===== config.mk =====
export PLATFORM = sky130hd
export DESIGN_NAME = instr_fetch
export DESIGN_NICKNAME = d
export VERILOG_FILES = /design/src/rtl/cpu_pkg.sv /design/src/rtl/fetch_pc.sv /design/src/rtl/instr_fetch.sv
export SDC_FILE = /design/constraint.sdc
export NUM_CORES = 1
export LEC_CHECK = 0
export CAP_MARGIN = 30
export CORE_ASPECT_RATIO = 1.75
export CORE_MARGIN = 2
export CORE_UTILIZATION = 42
export CTS_CLUSTER_SIZE = 8
export DETAILED_ROUTE_END_ITERATION = 12
export PLACE_DENSITY = 0.88
export SYNTH_ARGS = -nofsm -noshare
export SYNTH_HDL_FRONTEND = slang
export SYNTH_SLANG_ARGS = --single-unit

===== constraint.sdc =====
create_clock -name clk -period 5 [get_ports clk]
set_clock_uncertainty 0.1 [all_clocks]
set_input_delay 1 -clock clk [delete_from_list [all_inputs] [get_ports clk]]
set_output_delay 1 -clock clk [all_outputs]
set_load 0.1 [all_outputs]

===== src/rtl/cpu_pkg.sv =====
// Shared definitions for the instruction fetch unit: widths, reset PC,
// halt word and the fetch FSM state encoding.
package cpu_pkg;

  localparam int ADDR_W  = 8;
  localparam int INSTR_W = 16;

  localparam logic [ADDR_W-1:0]  RESET_PC  = 8'h01;
  localparam logic [INSTR_W-1:0] HALT_WORD = 16'h0000;

  typedef enum logic [1:0] {
    FETCH_REQ   = 2'd0,
    FETCH_WAIT  = 2'd1,
    FETCH_VALID = 2'd2,
    FETCH_HALT  = 2'd3
  } fetch_state_t;

  // True when a captured ROM word is the halt marker.
  function automatic logic is_halt_word(input logic [INSTR_W-1:0] word);
    return word == HALT_WORD;
  endfunction

endpackage


===== src/rtl/fetch_pc.sv =====
// Program counter register: reset to RESET_PC, load on redirect, or step by
// one (wrapping at the address width). Load wins over increment.
module fetch_pc
  import cpu_pkg::*;
(
  input  logic              clk,
  input  logic              rst,
  input  logic              load,
  input  logic [ADDR_W-1:0] load_addr,
  input  logic              inc,
  output logic [ADDR_W-1:0] pc
);

  // PC update: reset, then redirect, then sequential increment.
  always_ff @(posedge clk) begin
    if (rst)
      pc <= RESET_PC;
    else if (load)
      pc <= load_addr;
    else if (inc)
      pc <= pc + ADDR_W'(1);
  end

endmodule


===== src/rtl/instr_fetch.sv =====
// Instruction fetch unit: reads one word per fetch from a ROM with a
// one-cycle registered read and hands it to the decoder via ir/ir_valid/ir_ready.
// Optional build macro FETCH_HALT_ON_ZERO_EN: a fetched 16'h0000 stops
// fetching (HALT) instead of being delivered.
//
// state       | meaning
// ------------+-----------------------------------------------------------
// FETCH_REQ   | rom_read asserted for address pc
// FETCH_WAIT  | ROM word arrives; captured into ir, pc advances
// FETCH_VALID | ir presented to decoder, held until accepted
// FETCH_HALT  | halt word seen; idle until redirect or reset
module instr_fetch
  import cpu_pkg::*;
(
  input  logic               clk,
  input  logic               rst,
  output logic               rom_read,
  output logic [ADDR_W-1:0]  rom_addr,
  input  logic [INSTR_W-1:0] rom_data,
  output logic [INSTR_W-1:0] ir,
  output logic               ir_valid,
  input  logic               ir_ready,
  input  logic               jump_en,
  input  logic [ADDR_W-1:0]  jump_addr,
  output logic [ADDR_W-1:0]  pc,
  output logic               halted
);

  fetch_state_t state;
  fetch_state_t state_next;
  logic         pc_load;
  logic         pc_inc;
  logic         ir_load;

  fetch_pc u_fetch_pc (
    .clk       (clk),
    .rst       (rst),
    .load      (pc_load),
    .load_addr (jump_addr),
    .inc       (pc_inc),
    .pc        (pc)
  );

  // State register and instruction register.
  always_ff @(posedge clk) begin
    if (rst) begin
      state <= FETCH_REQ;
      ir    <= '0;
    end else begin
      state <= state_next;
      if (ir_load)
        ir <= rom_data;
    end
  end

  // Next-state and datapath enables; a redirect overrides everything,
  // including a capture in WAIT, so the in-flight word is dropped.
  always_comb begin
    state_next = state;
    pc_load    = 1'b0;
    pc_inc     = 1'b0;
    ir_load    = 1'b0;

    case (state)
      FETCH_REQ: begin
        state_next = FETCH_WAIT;
      end
      FETCH_WAIT: begin
        pc_inc = 1'b1;
`ifdef FETCH_HALT_ON_ZERO_EN
        if (is_halt_word(rom_data)) begin
          state_next = FETCH_HALT;
        end else begin
          ir_load    = 1'b1;
          state_next = FETCH_VALID;
        end
`else
        ir_load    = 1'b1;
        state_next = FETCH_VALID;
`endif
      end
      FETCH_VALID: begin
        if (ir_ready)
          state_next = FETCH_REQ;
      end
      FETCH_HALT: begin
        state_next = FETCH_HALT;
      end
      default: begin
        state_next = FETCH_REQ;
      end
    endcase

    if (jump_en) begin
      pc_load    = 1'b1;
      pc_inc     = 1'b0;
      ir_load    = 1'b0;
      state_next = FETCH_REQ;
    end
  end

  assign rom_read = (state == FETCH_REQ);
  assign rom_addr = pc;
  assign ir_valid = (state == FETCH_VALID);

`ifdef FETCH_HALT_ON_ZERO_EN
  assign halted = (state == FETCH_HALT);
`else
  assign halted = 1'b0;
`endif

endmodule


==> impl_metrics.py <==
metrics = {
    "detailed_routing": {
        "first_pass_iters": 4,
        "drc": 0,
        "drt_iter0_drc": 14,
        "ant_nets": 0,
        "viasPerCell": 5.25,
        "vias": 1161,
        "wl_per_cell_um": 13.5,
        "drt_wl_total_um": 2980,
    },
    "floorplanning": {
        "chipWidth_um": 44.5,
        "num_rows": 25,
        "start_util_pct": 44.4,
        "io-pin-count": 63,
        "dieArea_sq_mm": 0.00334,
        "fp.dieH_um": 74.9,
        "core_sq_mm": 0.00272,
    },
    "timing": {
        "period_share_pct": 61.9,
        "max_slew_margin_pct": 33.4,
        "setup-violations-final": 0,
        "fmaxAchievable_mhz": 323,
        "rsz0062_at_grt": "false",
        "hold_viol": 0,
        "worstMarginPinSlew_ns": 0.996,
        "final.min_clock_period_ns": 3.10,
        "setup_tns_ns": 0,
        "slew_viol_final": 0,
    },
    "grt": {
        "overflow": 0,
        "first_global_vias": 1122,
        "grt_first_pass_wirelength_um": 4550,
        "grt_max_degree": 27,
        "grt_use_total_pct": 18.2,
        "antenna_found_initial": 0,
    },
    "hold_path": {
        "hp-class": "flip-flop to flip-flop",
        "holdPathStages": 2,
    },
    "setup_path": {
        "path_cells": "inv_1 -> ha_1 -> clkdlybuf4s50_1",
        "crit_path_max_incr_delay_ns": 1.13,
        "crit_arrival_ns": 2.00,
        "endpoint_kind": "output pin",
        "path_depth": 3,
        "crit_family": "buffers and inverters",
        "critical_path.max_fanout": 4,
        "cp.required_ns": 3.90,
        "crit_slowest_cell": "clkdlybuf4s50_1",
        "crit_buf_inv": 2,
        "reg2reg_slack_ns": 3.11,
        "reg2regPathDepth": 5,
        "startpoint_type": "flip-flop",
        "worst-setup-path-type": "flip-flop to output pin",
    },
    "cts": {
        "clkTransAtPathRegs_ns": 0.08,
        "cts_tree": "built",
        "cts_resized": 0,
        "cts_root_buf": "clkbuf_8",
        "cts_setup_buffers": 0,
        "cts_sinks": 26,
        "cts_max_level": 1,
        "holdBufCountCts": 0,
        "cts_buffer_depth": 2,
        "cts_buffers": 3,
        "clkLatencyLatePin_ns": 0.26,
    },
    "cells_and_area": {
        "fin_nets": 228,
        "diodes": 0,
        "final_util_pct": 65.9,
        "area_delta_synth_final_pct": 48.6,
        "drive_above_1_share_pct": 3.09,
        "finalNonFillerCells": 221,
    },
    "yosys": {
        "syn_area_per_cell_sq_um": 8.27,
        "synth_top_family_by_area": "simple AND/OR/NAND/NOR gates",
        "synth_top_area_share_pct": 43.1,
        "ys.warnings.count": 0,
        "synth_cell_types": 28,
        "netlist_area_sq_mm": 0.00121,
        "synth-simple-area-share_pct": 20.8,
        "synth-seq-cells": 26,
        "yosysSeqAreaShare_pct": 43.1,
        "muxShareOfSynthArea_pct": 1.66,
        "synth_cells": 146,
        "synth_most_common_cell": "nand2_1",
        "synthXorXnorAreaFrac_pct": 2.90,
        "synth_compound_area_share_pct": 14.8,
        "synth_ff_type": "dfxtp_1",
        "synth_edf_count": 0,
        "synth_common_cells": "nand2_1 (34), dfxtp_1 (26), a21oi_1 (17)",
        "synth_top_area_cell": "dfxtp_1",
        "async_flop_share_pct": 0,
        "syn-num-nets": 179,
        "ys_top_cells_by_area": "dfxtp_1 (43%), nand2_1 (11%), a21oi_1 (7.0%)",
        "synthAdderAreaFrac_pct": 5.18,
    },
    "status": {
        "run_status": "complete, no violations",
    },
    "power": {
        "ir_drop_v": 0.000207,
        "powerDensity_mw_per_mm2": 307,
        "p_leak_nw": 0.644,
    },
    "place": {
        "dp.cells": 216,
        "globalplace.congestion": 0.725,
        "portBuffers": 61,
        "dp_hpwl_um": 2290,
    },
    "flow_run": {
        "drv_cap": 0,
    },
}
path summary, 6_finish.rpt:
check / endpoint / start
hold reg to reg: ir[10] / ir[10]
hold / removal: ir[10] / ir[10]
setup / recovery: ir_valid / state[0]
setup reg to reg: u_fetch_pc.pc[7] / state[1]
logic make-up (layout without fill, tap and decap cells):
family | count (synthesis) | in the layout
mux | 2 | 2
simple gates | 56 | 56
buf+inv | 22 | 70
flops | 26 | 26
other cells | 1 | 1
compound gates | 30 | 30
fa+ha+maj | 5 | 5
xor+xnor | 4 | 4
cell usage in the layout, fill, tap and decap left out, drive strengths merged, types with 3 or more instances in the layout:
cell,synthesis,routed
nand3,3,3
xor2,4,4
a21oi,17,17
o21ai,3,3
nand2,34,34
ha,5,5
nand4,3,3
nor2,9,9
a211oi,4,4
clkdlybuf4s50,0,61
clkbuf,4,4
inv,4,4
dfxtp,26,26
metal layers:
layer	vias to the layer above	GRT usage, %	share of wire, %
met1	538	17.1	36
met5	-	0	0
met3	4	1.68	7.1
met2	47	35.3	55
met4	0	11.4	1.7
li1	572	-	-
through the flow:
step	hold WS, ns	power (mW)	worst slack [ns]	cell area (sq um)
2_1_floorplan	0.406	0.378	2.44	1210
3_3_place_gp	0.342	0.422	2.12	1730
3_5_place_dp	0.346	0.425	2.05	1730
4_1_cts	0.357	0.553	1.89	1790
5_1_grt	0.386	0.569	1.81	1790
6_report	0.355	0.550	1.90	1790
sequential cells by signal, summed over array words and instances (netlist names):
name	cells
u_fetch_pc.pc	8
ir	16
state	2
cell type report:
cell class / instances / area (sq um)
flip-flops and latches: 26 / 520
clock buffers: 4 / 55.1
fillers: 208 / 927
inverters: 4 / 15.0
multi-input cells: 98 / 552
well taps: 27 / 33.8
repair buffers: 62 / 618
where the power goes:
part	switching, mW	internal (mW)	leakage [nW]
clock network	0.0597	0.0702	0.0288
registers	0.0108	0.217	0.213
logic	0.139	0.0536	0.403
total	0.210	0.341	0.644
worst register-to-register path, cell delays in order, from the launching register on:
cell      delay (ns)
dfxtp_1         0.35
inv_1           0.09
ha_1            0.42
nand2b_4        0.21
or4b_1          0.56
o211ai_1        0.09
Note: power is estimated with default switching activity, not from simulation.
